**src/rtl/fifo_rd_stream.sv**
```systemverilog
`default_nettype none
// ============================================================================
//  Module   : fifo_rd_stream
//  Purpose  : Drains words from an upstream synchronous FIFO (one-cycle read
//             latency) into a valid/ready stream. A 2-entry in-order buffer
//             absorbs the read latency so the stream can run at one word per
//             cycle. Dropping en finishes delivery of buffered and in-flight
//             words before the block returns to idle.
//  Ports    : clk, rst        - clock, synchronous active-high reset
//             en              - enable reading (low = graceful drain)
//             fifo_empty      - upstream FIFO empty flag
//             fifo_rd_en      - upstream FIFO read strobe
//             fifo_data       - upstream FIFO read data (valid 1 cycle later)
//             m_valid/m_ready - stream handshake
//             m_data          - stream data (oldest buffered word)
//             busy            - high whenever not idle
//             xfer_count      - completed stream transfers (wrapping)
//  Revision : 1.0 - initial release
// ============================================================================
module fifo_rd_stream #(
    parameter int DATA_WIDTH = 32,
    parameter int CNT_WIDTH  = 16
) (
    input  logic                  clk,
    input  logic                  rst,
    input  logic                  en,
    input  logic                  fifo_empty,
    output logic                  fifo_rd_en,
    input  logic [DATA_WIDTH-1:0] fifo_data,
    output logic                  m_valid,
    input  logic                  m_ready,
    output logic [DATA_WIDTH-1:0] m_data,
    output logic                  busy,
    output logic [CNT_WIDTH-1:0]  xfer_count
);

    localparam logic [1:0] c_IDLE  = 2'd0;
    localparam logic [1:0] c_RUN   = 2'd1;
    localparam logic [1:0] c_DRAIN = 2'd2;

    logic [1:0]            r_state;
    logic [1:0]            w_state_nxt;
    logic [1:0]            r_occ;
    logic [1:0]            w_occ_nxt;
    logic                  r_inflight;
    logic                  r_valid;
    logic [DATA_WIDTH-1:0] r_buf0;      // head entry
    logic [DATA_WIDTH-1:0] r_buf1;      // tail entry when two are held
    logic [CNT_WIDTH-1:0]  r_cnt;
    logic                  w_pop;
    logic [2:0]            w_level;
    logic                  w_room;

    assign w_pop   = r_valid & m_ready;
    // Words already committed to the buffer: stored ones plus the one in flight.
    assign w_level = {1'b0, r_occ} + {2'b00, r_inflight};
    // (level - pop) < 2, rearranged to avoid an unsigned underflow.
    assign w_room  = w_level < (3'd2 + {2'b00, w_pop});

    assign fifo_rd_en = !rst && (r_state == c_RUN) && !fifo_empty && w_room;

    assign m_valid    = r_valid;
    assign m_data     = r_buf0;
    assign busy       = (r_state != c_IDLE);
    assign xfer_count = r_cnt;

    always_comb begin
        w_state_nxt = r_state;
        case (r_state)
            c_IDLE:  if (en) w_state_nxt = c_RUN;
            c_RUN:   if (!en) w_state_nxt = c_DRAIN;
            c_DRAIN: begin
                if (en)
                    w_state_nxt = c_RUN;
                else if ((r_occ == 2'd0) && !r_inflight)
                    w_state_nxt = c_IDLE;
            end
            default: w_state_nxt = c_IDLE;
        endcase
    end

    always_comb begin
        w_occ_nxt = r_occ;
        case ({r_inflight, w_pop})
            2'b10:   w_occ_nxt = r_occ + 2'd1;
            2'b01:   w_occ_nxt = r_occ - 2'd1;
            default: w_occ_nxt = r_occ;   // idle, or capture and pop together
        endcase
    end

    always_ff @(posedge clk) begin
        if (rst) begin
            r_state    <= c_IDLE;
            r_occ      <= 2'd0;
            r_inflight <= 1'b0;
            r_valid    <= 1'b0;
            r_buf0     <= '0;
            r_buf1     <= '0;
            r_cnt      <= '0;
        end else begin
            r_state    <= w_state_nxt;
            r_inflight <= fifo_rd_en;
            r_occ      <= w_occ_nxt;
            r_valid    <= (w_occ_nxt != 2'd0);

            // Head: on a pop it takes the next-oldest word, which is the
            // arriving word if only one was held; otherwise it is only
            // written when an arriving word lands in an empty buffer.
            if (w_pop)
                r_buf0 <= (r_inflight && (r_occ == 2'd1)) ? fifo_data : r_buf1;
            else if (r_inflight && (r_occ == 2'd0))
                r_buf0 <= fifo_data;

            // Tail: the arriving word lands here when it would be the second
            // entry after this edge's pop (if any).
            if (r_inflight && (w_pop ? (r_occ == 2'd2) : (r_occ == 2'd1)))
                r_buf1 <= fifo_data;

            if (w_pop)
                r_cnt <= r_cnt + CNT_WIDTH'(1);
        end
    end

endmodule
`default_nettype wire

```
**config.mk**
```make
export PLATFORM = sky130hd
export DESIGN_NAME = fifo_rd_stream
export DESIGN_NICKNAME = d
export VERILOG_FILES = /design/src/rtl/fifo_rd_stream.sv
export SDC_FILE = /design/constraint.sdc
export NUM_CORES = 1
export LEC_CHECK = 0
export BUFFER_PORTS_ARGS = -buffer_cell sky130_fd_sc_hd__buf_4
export CORE_ASPECT_RATIO = 0.8
export CORE_MARGIN = 2
export CORE_UTILIZATION = 50
export DETAILED_ROUTE_END_ITERATION = 8
export HOLD_SLACK_MARGIN = 0.05
export PLACE_DENSITY = 0.75
export SLEW_MARGIN = 25
export SYNTH_ARGS = -nofsm -noshare
export SYNTH_HDL_FRONTEND = slang
export SYNTH_SLANG_ARGS = --single-unit
```
**constraint.sdc**
```tcl
create_clock -name clk -period 2.5 [get_ports clk]
set_clock_uncertainty 0.05 [all_clocks]
set_input_delay 0.5 -clock clk [delete_from_list [all_inputs] [get_ports clk]]
set_output_delay 0.5 -clock clk [all_outputs]
set_load 0.05 [all_outputs]
```
Word-level counts from Yosys, hierarchy flattened
Cells that the tools add are included.
{"block": "classes", "mux": 10, "n_eq_ne": 9, "add_sub_neg": 5, "bitwise_logic": 1, "n_lt_le_gt_ge": 1, "n_reduce_logical": 16}
{"operator": "$mux W32", "count": 3}
{"operator": "$add A16 B1 Y16 const B", "count": 1}
{"operator": "$mux W2", "count": 4}
{"operator": "$logic_and A1 B1 Y1", "count": 7}
{"operator": "$eq A2 B1 Y1 const B", "count": 3}
{"operator": "$eq A2 B2 Y1 const B", "count": 3}
{"operator": "$pmux W2 S3", "count": 1}
{"operator": "$reduce_bool A2 Y1", "count": 3}
{"operator": "$logic_not A2 Y1", "count": 2}
{"operator": "$ne A2 B2 Y1 const B", "count": 2}
{"operator": "$pmux W2 S2", "count": 1}
{"operator": "$add A2 B1 Y3", "count": 1}
{"operator": "$add A2 B1 Y3 const A", "count": 1}
{"operator": "$logic_not A1 Y1", "count": 3}
{"operator": "$lt A3 B3 Y1", "count": 1}
{"operator": "$ne A3 B3 Y1 const B", "count": 1}
{"operator": "$reduce_and A3 Y1", "count": 1}
{"operator": "$add A2 B1 Y2 const B", "count": 1}
{"operator": "$sub A2 B1 Y2 const B", "count": 1}
{"operator": "$and A1 B1 Y1", "count": 1}
{"operator": "$mux W1", "count": 1}
{"block": "totals", "register_bits": 86, "in_bits": 37, "wordCells": 49, "output_inout_bits": 51}

Longest topological paths before layout
Gate-level depths: netlist of the first run.
{"block": "depth", "ltp_word": 5, "mapped_depth": 7, "ltp_nobuf": 6}

Worst setup path after synthesis of the first run
Ideal clock, no wire load.
{"block": "synth_path", "kind": "reg2out", "from": "register r_valid, in the netlist m_valid", "to": "output port fifo_rd_en", "path_buffers": 0, "path_stages_with_launch": 4, "path_slack_ns": 0.393, "t_required_ns": 1.950, "arrival_ns": 1.557, "path_cell_list": "dfxtp_1 > nand2_1 > o21ai_0 > and2_1"}
{"block": "synth_between", "elab_chain_cells": 4}
{"item": "from (decl)", "line": "46", "rtl": "logic r_valid;"}
{"item": "from (signal assigned)", "line": "104", "rtl": "r_valid <= (w_occ_nxt != 2'd0);"}
{"item": "$and A1 B1 Y1", "line": "54", "rtl": "assign w_pop = r_valid & m_ready;"}
{"item": "$add A2 B1 Y3", "line": "58", "rtl": "assign w_room = w_level < (3'd2 + {2'b00, w_pop});"}
{"item": "$lt A3 B3 Y1", "line": "58"}
{"item": "$logic_and A1 B1 Y1", "line": "60", "rtl": "assign fifo_rd_en = !rst && (r_state == c_RUN) && !fifo_empty && w_room;"}
{"item": "to (decl)", "line": "28", "rtl": "output logic fifo_rd_en,"}
No other way between the ends.

Worst setup path in the final report of the first run
{"block": "layout_path", "from": "register r_inflight", "to": "output port fifo_rd_en"}
{"block": "layout_between", "elab_chain_cells": 3}
{"item": "from (decl)", "line": "45", "rtl": "logic r_inflight;"}
{"item": "from (signal assigned)", "line": "102", "rtl": "r_inflight <= fifo_rd_en;"}
{"item": "$add A2 B1 Y3", "line": "56", "rtl": "assign w_level = {1'b0, r_occ} + {2'b00, r_inflight};"}
{"item": "$lt A3 B3 Y1", "line": "58"}
{"item": "$logic_and A1 B1 Y1", "line": "60"}
No other way between the ends.

==> flow_summary.toml, run 1 <==
[run_status]
status = "completed"

[synthesis]
synthAdderAreaFrac = 0.0208
synth.area.top_cells = "dfxtp_1 48%, mux2i_1 18%, nor2_1 7.9%, a211oi_1 7.1%, xnor2_1 2.4%"
avgSynthCellArea_sq_um = 9.71
syn_inst = 372
synth.net_count = 415
yosysTopAreaCellShare = 0.477
synth_top_family_by_area = "multiplexers"
synth_seq_cells = 86
synth_top_area_cell = "dfxtp_1"
yosysUniqueCellTypes = 40
yosysWarnings = 0
async_reset_ff_frac = 0
ys.flop_type = "dfxtp_1"
synth_mux_area_frac = 0.181
netlist_area_sq_mm = 0.00361
synth-edff-count = 0
synth-seq-area-share = 0.477
yosys.area_share.simple = 0.151
synth_xor_xnor_area_share = 0.0291
synth_compound_area_frac = 0.102

[timing]
hold_slack_ns = 0.298
hold_violations = 0
layout_min_cycle_time_ns = 2.33
max_freq_mhz = 428
finalSetupTns_ns = 0
finalCritPeriodShare = 0.934
report.final.slew_viol_count = 0
worst_slew_pin_slew_ns = 0.855
rsz0062_at_grt = "no"
setup_viol = 0
max_slew_margin = 0.430

[setup_path]
end_kind = "primary output"
critPathMaxFanout = 10
critPathRequiredTime_ns = 1.95
r2r_cells = 7
criticalPathCategory = "reg -> out"
startpoint_type = "register"
crit_arrival_ns = 1.78

[clock_tree]
cts-hold-fix-buffers = 0
h-tree-depth = 3
cts_sinks = 86
cts_tree = "yes"
cts_resized = 0
cts_setup_buffers = 0
cts_root_buf = "clkbuf_8"
clk_pin_slew_ns = 0.08
numCtsBuffers = 9
clk_path_buf_depth = 2
worstSkewPairLatency_ns = 0.33

[detailed_routing]
routed_wirelength_mm = 7.13
vias = 2828
antenna_left = 0
post_drt_wl_per_cell_um = 13.2
drc = 0
drtIter0Drc = 73
via_per_inst = 5.22
firstDrtPassIters = 4

[global_routing]
grt_pass1_wl_mm = 11.9
antenna_found_initial = 0
grt_max_degree = 86
grt_pass1_vias = 2566
grt_overflow_total = 0
grt_use_total = 0.184

[finish]
final_common_cell = "buf_4"
antenna_cells = 0
drive_gt1_frac = 0.255
area_growth_pct = 25.6
fin_area_sq_mm = 0.00453
multi_input_area_sq_mm = 0.00176
nNetsFinal = 494
regArea_sq_mm = 0.00172
fillers = 584
mostFrequentLayoutCells = "90 x buf_4, 86 x dfxtp_1, 76 x nor2_1"

[worst_hold_path]
hold_depth = 2
worst_hold_path_type = "in -> reg"

[pwr]
power.switching_mw = 0.897
power_frac_clock = 0.323
p_per_area_mw_per_mm2 = 687
irDropWorstVdd_v = 0.000458
power_frac_seq = 0.476
comb_power_share = 0.201
leakage_nw = 2.21
switching_share = 0.288
p_int_mw = 2.22

[placed_design]
place_area_sq_mm = 0.00433
gp_congestion = 0.699
hpwl_mm = 4.81
port_buffers = 87

[die]
ioPinCount = 88
core_sq_mm = 0.00693
dieArea_sq_mm = 0.00792
die-width_um = 99.0
std_cell_rows = 27
initial_utilization = 0.521
dieHeight_um = 80.0

[flow_run]
drv_cap = 0
cells in the mapped netlist, drive strengths merged (3+ instances only):
cell and n:
a211oi 34, a21oi 8, and2 3, buf 9, clkbuf 15, dfxtp 86, ha 6, inv 6
mux2i 64, nand2 12, nand3 5, nand4 3, nor2 76, nor3 3, nor4 4, o21ai 6
or3 6, xnor2 10
critical path: stages (launching register included):
cell and delay [ns]:
dfxtp_1 0.43, ha_1 0.24, ha_1 0.18, nor4_1 0.25
and2_1 0.17, buf_4 0.19
metrics by stage:
step	utilization	total power [mW]	instances	worst slack (ns)
floorplan	-	1.95	372	0.393
detailed placement	0.625	2.14	527	0.519
global route	0.655	3.25	542	0.00981
CTS	0.655	3.15	542	0.147
global placement	0.625	2.13	527	0.530
finish	0.655	3.12	542	0.165
cell families (layout without fill, tap and decap cells):
family,after synthesis,after routing
and+or+nand+nor,120,120
AOI/OAI and AO/OA,53,53
xor gates and xnor gates,12,12
adders and majority gates,6,6
buffers and inverters,30,113
DFF,86,86
muxes,65,65
power groups by stage:
stage               Sequential (mW)  Combinational [mW]  Clock [mW]
global placement               1.51               0.620           0
CTS                            1.48               0.630        1.04
floorplan                      1.71               0.237           0
detailed placement             1.52               0.628           0
finish                         1.48               0.626        1.01
global route                   1.49               0.670        1.09
flip-flops by register name (all words and copies together) (netlist names):
name and count:
m_data 32, m_valid 1, r_buf1 32, r_inflight 1, r_occ 2, r_state 2, xfer_count 16
worst paths after layout:
path	start	to	slack (ns)
hold / removal	en	r_state[1]$_SDFFE_PP0P_	0.30
setup / recovery	r_inflight$_SDFF_PP0_	fifo_rd_en	0.17
setup reg to reg	r_occ[0]$_SDFF_PP0_	r_buf1[12]$_SDFFE_PP0P_	0.53
hold reg to reg	r_state[1]$_SDFFE_PP0P_	r_state[0]$_SDFFE_PP0P_	0.44
per-layer routing:
layer / GRT usage / vias to the layer above / part of all wire
li1: - / 1462 / -
met1: 0.259 / 1297 / 0.50
met2: 0.278 / 65 / 0.44
met3: 0.0552 / 4 / 0.057
met4: 0.0452 / 0 / 0.0059
met5: 0 / - / 0
layout make-up:
type | count | share of cell area
inverter | 6 | 0.00497
multi-input combinational | 256 | 0.389
tap | 87 | 0.0240
clock buffer | 11 | 0.0290
sequential | 86 | 0.380
timing repair buffer | 92 | 0.158
clock inverter | 4 | 0.0160
No activity file was read; power rests on OpenSTA's default activity.
==> run 2, diff against run 1 <==
- RECOVER_POWER: default -> 50
==> run 2 against run 1 <==
The run now ends with max-capacitance violations, max-slew violations left. Design area is 4.1% lower. Clock power is essentially flat. Sequential share of layout area up 1.6 points. Critical path depth stayed put. Wire length fell by 0.46%. Non-clock buffer count did not move. Register-to-register slack got worse by 0.04 ns. Maximum frequency hardly changed. Flip-flop and latch count unchanged. Total power down 1.7%. Critical path type unchanged.
==> flow_summary.toml, run 2 (same netlist as run 1, synthesis figures left out) <==
[timing]
rsz0062_at_grt = "no"
hold_violations = 0
max_slew_margin = -0.115
layout_min_cycle_time_ns = 2.34
setup_viol = 0
finalSetupTns_ns = 0
max_freq_mhz = 428
worst_slew_pin_slew_ns = 1.67
report.final.slew_viol_count = 86
finalCritPeriodShare = 0.934

[placed_design]
gp_congestion = 0.699
place_area_sq_mm = 0.00433
hpwl_mm = 4.81
port_buffers = 87

[setup_path]
startpoint_type = "register"
cpLargestDelayFamily = "flip-flops"
cpPeakStageDelay_ns = 0.43
criticalPathCategory = "reg -> out"
cp_common_cell = "ha_1"
critPathMaxFanout = 10
r2r_cells = 7
path_depth = 5
critPathRequiredTime_ns = 1.95
crit_arrival_ns = 1.79
crit_chain = "ha_1 -> ha_1 -> nor4_1 -> and2_1 -> buf_4"
end_kind = "primary output"
crit_buf_inv = 1
cp_slowest_cell = "dfxtp_1"

[detailed_routing]
drtIter0Drc = 63
firstDrtPassIters = 4
antenna_left = 0
via_per_inst = 5.23
routed_wirelength_mm = 7.10
post_drt_wl_per_cell_um = 13.1
vias = 2837
drc = 0

[pwr]
p_int_mw = 2.17
leakage_nw = 2.00
power.switching_mw = 0.895
power_frac_clock = 0.328
switching_share = 0.292
comb_power_share = 0.188
power_frac_seq = 0.484
p_per_area_mw_per_mm2 = 705
irDropWorstVdd_v = 0.000450

[finish]
fillers = 638
post-route-util = 0.628
final_common_cell = "dfxtp_1"
fin_area_sq_mm = 0.00435
area_growth_pct = 20.4
nNetsFinal = 494
drive_gt1_frac = 0.147
antenna_cells = 0
multi_input_area_sq_mm = 0.00176
mostFrequentLayoutCells = "86 x dfxtp_1, 76 x nor2_1, 64 x mux2i_1"
regArea_sq_mm = 0.00172

[global_routing]
grt_max_degree = 86
grt_use_met2 = 0.278
grt_use_total = 0.184
grt_overflow_total = 0
antenna_found_initial = 0
use_met3 = 0.0552
grt_pass1_vias = 2566
use_met1 = 0.259
grt_pass1_wl_mm = 11.9
busiest_layer = "met2"

[die]
die-width_um = 99.0
ioPinCount = 88
std_cell_rows = 27
core_sq_mm = 0.00693
initial_utilization = 0.521
dieArea_sq_mm = 0.00792
dieHeight_um = 80.0

[run_status]
violations = "max-capacitance violations, max-slew violations"
status = "complete, but fails checks"

[clock_tree]
cts_tree = "yes"
cts_root_buf = "clkbuf_8"
cts_setup_buffers = 0
clk_pin_slew_ns = 0.08
cts_sinks = 86
cts-hold-fix-buffers = 0
clk_path_buf_depth = 2
cts_resized = 0
worstSkewPairLatency_ns = 0.33
h-tree-depth = 3
numCtsBuffers = 9

[worst_hold_path]
worst_hold_path_type = "in -> reg"
hold_depth = 2

[flow_run]
drv_cap = 1
[run 2: cell count changes in the layout (fill, tap and decap cells not counted), sizes merged]
| cell | change |
|---|---|
| buf | -51 |
| clkbuf | +51 |
[run 2: path summary, 6_finish.rpt]
check,start,end,slack (ns)
setup / recovery,r_inflight$_SDFF_PP0_,fifo_rd_en,0.16
hold / removal,en,r_state[1]$_SDFFE_PP0P_,0.30
setup reg to reg,r_occ[0]$_SDFF_PP0_,r_buf1[12]$_SDFFE_PP0P_,0.49
hold reg to reg,r_state[1]$_SDFFE_PP0P_,r_state[0]$_SDFFE_PP0P_,0.44
[run 2: power by group through the flow]
stage | registers [mW] | logic [mW] | clock network [mW]
finish | 1.48 | 0.576 | 1.01
global route | 1.49 | 0.619 | 1.09
CTS | 1.48 | 0.630 | 1.04
detailed placement | 1.52 | 0.628 | 0
global placement | 1.51 | 0.620 | 0
floorplan | 1.71 | 0.237 | 0
[run 2: cell type report]
type | count | area share
Clock buffer | 11 | 0.0302
Clock inverter | 4 | 0.0167
Tap cell | 87 | 0.0250
Sequential cell | 86 | 0.396
Inverter | 6 | 0.00518
Multi-Input combinational cell | 256 | 0.405
Timing Repair Buffer | 92 | 0.122
[run 2: per-stage QoR]
step | hold slack, ns | worst slack (ns) | power, mW | std cells
CTS | 0.289 | 0.147 | 3.15 | 542
finish | 0.299 | 0.165 | 3.06 | 542
floorplan | 0.390 | 0.393 | 1.95 | 372
global placement | 0.408 | 0.530 | 2.13 | 527
detailed placement | 0.425 | 0.519 | 2.14 | 527
global route | 0.292 | 0.00982 | 3.20 | 542
[run 2: layer usage]
metal / part of all wire / vias to the layer above / wire [um]
met5: 0 / - / 0
li1: - / 1469 / -
met1: 0.51 / 1307 / 3590
met3: 0.053 / 4 / 377
met2: 0.44 / 57 / 3090
met4: 0.0059 / 0 / 42
==> run 3, diff against run 2 <==
- ABC_AREA: default -> 1
- PLACE_DENSITY: 0.75 -> 0.73
==> run 3 against run 2 <==
Wire length grew 47%. Maximum frequency grew 3.3%. Critical path depth is the same. Sequential share of layout area shrank 7.5 points. The run still ends with max-capacitance violations, max-slew violations left. Clock power grew 43%.
==> flow_summary.toml, run 3 <==
[timing]
finalCritPeriodShare = 0.904
hold_violations = 0
report.final.slew_viol_count = 80
max_freq_mhz = 442
setup_viol = 0
finalSetupTns_ns = 0
hold_slack_ns = 0.297
rsz0062_at_grt = "no"
layout_min_cycle_time_ns = 2.26
max_slew_margin = -0.0205
worst_slew_pin_slew_ns = 1.53

[finish]
mostFrequentLayoutCells = "202 x nand2_1, 125 x inv_1, 85 x dfxtp_1"
regArea_sq_mm = 0.00172
post-route-util = 0.599
multi_input_area_sq_mm = 0.00217
fillers = 912
drive_gt1_frac = 0.0850
area_growth_pct = 17.1
final_common_cell = "nand2_1"
nNetsFinal = 838
antenna_cells = 0

[placed_design]
hpwl_mm = 6.65
gp_congestion = 0.803
port_buffers = 87

[synthesis]
synth_most_common_cell = "nand2_1"
yosysUniqueCellTypes = 26
ys.flop_type = "dfxtp_1"
syn_inst = 731
synth-edff-count = 0
async_reset_ff_frac = 0
yosysTopAreaCellShare = 0.376
synth.net_count = 774
synth_top_area_cell = "dfxtp_1"
synth.area.top_cells = "dfxtp_1 38%, nand2_1 17%, inv_1 10%, nand3_1 8.3%, nor2_1 5.2%"
synth_common_cells = "202 x nand2_1, 124 x inv_1, 86 x dfxtp_1, 76 x nand3_1, 64 x nor2_1"
avgSynthCellArea_sq_um = 6.26
netlist_area_sq_mm = 0.00458
yosysWarnings = 0
synth-seq-area-share = 0.376
synth_seq_cells = 86

[run_status]
status = "complete, but fails checks"
violations = "max-capacitance violations, max-slew violations"

[detailed_routing]
via_per_inst = 4.89
met1Wirelength_mm = 5.00
routed_wirelength_mm = 10.5
met2_length_mm = 4.83
antenna_left = 0
dr_wl_met3_um = 470
top_layer_used = "met4"
post_drt_wl_per_cell_um = 11.4
vias = 4471
firstDrtPassIters = 4
drc = 0
drtIter0Drc = 319

[setup_path]
critical_path.startpoint = "r_occ[0]$_SDFF_PP0_"
startpoint_type = "register"
r2r-start = "r_inflight$_SDFF_PP0_"
critPathRequiredTime_ns = 1.95
crit_arrival_ns = 1.71
critPathMaxFanout = 4
end_kind = "primary output"
criticalPathCategory = "reg -> out"

[die]
dieArea_sq_mm = 0.00994
ioPinCount = 88
core_sq_mm = 0.00896
die-width_um = 111
initial_utilization = 0.511
std_cell_rows = 31
dieHeight_um = 89.6

[clock_tree]
cts_root_buf = "clkbuf_16"
numCtsBuffers = 9
cts_sinks = 86
cts_setup_buffers = 0
cts_resized = 0
clk_path_buf_depth = 2
clk_pin_slew_ns = 0.06
worstSkewPairLatency_ns = 0.34
h-tree-depth = 3
cts_tree = "yes"
cts-hold-fix-buffers = 0

[pwr]
leakage_nw = 2.73
finalPower_mw = 4.60
irDropWorstVdd_v = 0.000583
p_per_area_mw_per_mm2 = 858

[global_routing]
grt_pass1_wl_mm = 18.0
antenna_found_initial = 0
grt_max_degree = 80
grt_overflow_total = 0
grt_pass1_vias = 4097
grt_use_total = 0.220

[worst_hold_path]
hold_start = "en"
worst_hold_path_type = "in -> reg"

[flow_run]
drv_cap = 1
==> run 3: cell count changes in the layout (fill, tap and decap cells not counted), moves of 34 or more <==
cell,previous run,this run
o21ai_1,0,36
inv_1,6,125
mux2i_1,64,0
nand3_1,5,76
a211oi_1,34,0
nand2_1,9,202
==> run 3: area by class of cell <==
| type | instances | share of cell area |
|---|---|---|
| Tap cell | 115 | 0.0268 |
| Clock buffer | 10 | 0.0446 |
| Clock inverter | 6 | 0.0159 |
| Timing Repair Buffer | 94 | 0.0985 |
| Inverter | 126 | 0.0887 |
| Multi-Input combinational cell | 478 | 0.404 |
| Sequential cell | 86 | 0.321 |
==> run 3: critical path: stages (launching register included) <==
cell and delay, ns:
dfxtp_1 0.35, ha_1 0.21, ha_1 0.26, o21a_1 0.16
nor4_4 0.16, buf_4 0.24
==> run 3: where the power goes <==
part | switching [mW] | total, mW | internal (mW)
registers | 0.0975 | 1.64 | 1.54
logic | 1.17 | 1.52 | 0.353
clock network | 0.546 | 1.44 | 0.898
==> run 3: cell families after synthesis <==
kind of cell,after synthesis,synth area share
and+or+nand+nor,354,0.321
adders and majority gates,6,0.0164
DFF,86,0.376
AOI/OAI and AO/OA,116,0.129
xor gates and xnor gates,2,0.00383
buffers and inverters,167,0.154
==> run 3: metal layers <==
metal,vias up,global-route usage
met3,15,0.0490
met1,1971,0.272
met4,0,0.0716
li1,2386,-
met2,99,0.390
met5,-,0
==> run 3: metrics by stage <==
step | std cells | instance area (sq um) | setup slack [ns]
after floorplan | 731 | 4590 | 0.211
after CTS | 915 | 5550 | 0.205
after global placement | 899 | 5230 | 0.534
after global routing | 915 | 5360 | 0.113
final | 915 | 5360 | 0.239
after detailed placement | 899 | 5230 | 0.470
==> run 3: worst paths after layout <==
check | end | slack [ns] | depth (start not counted)
setup / recovery | fifo_rd_en | 0.24 | 5
hold / removal | r_state[1]$_SDFFE_PP0P_ | 0.30 | 2
setup reg to reg | m_data[2]$_SDFFE_PP0P_ | 0.54 | 8
hold reg to reg | r_buf1[4]$_SDFFE_PP0P_ | 0.43 | 2
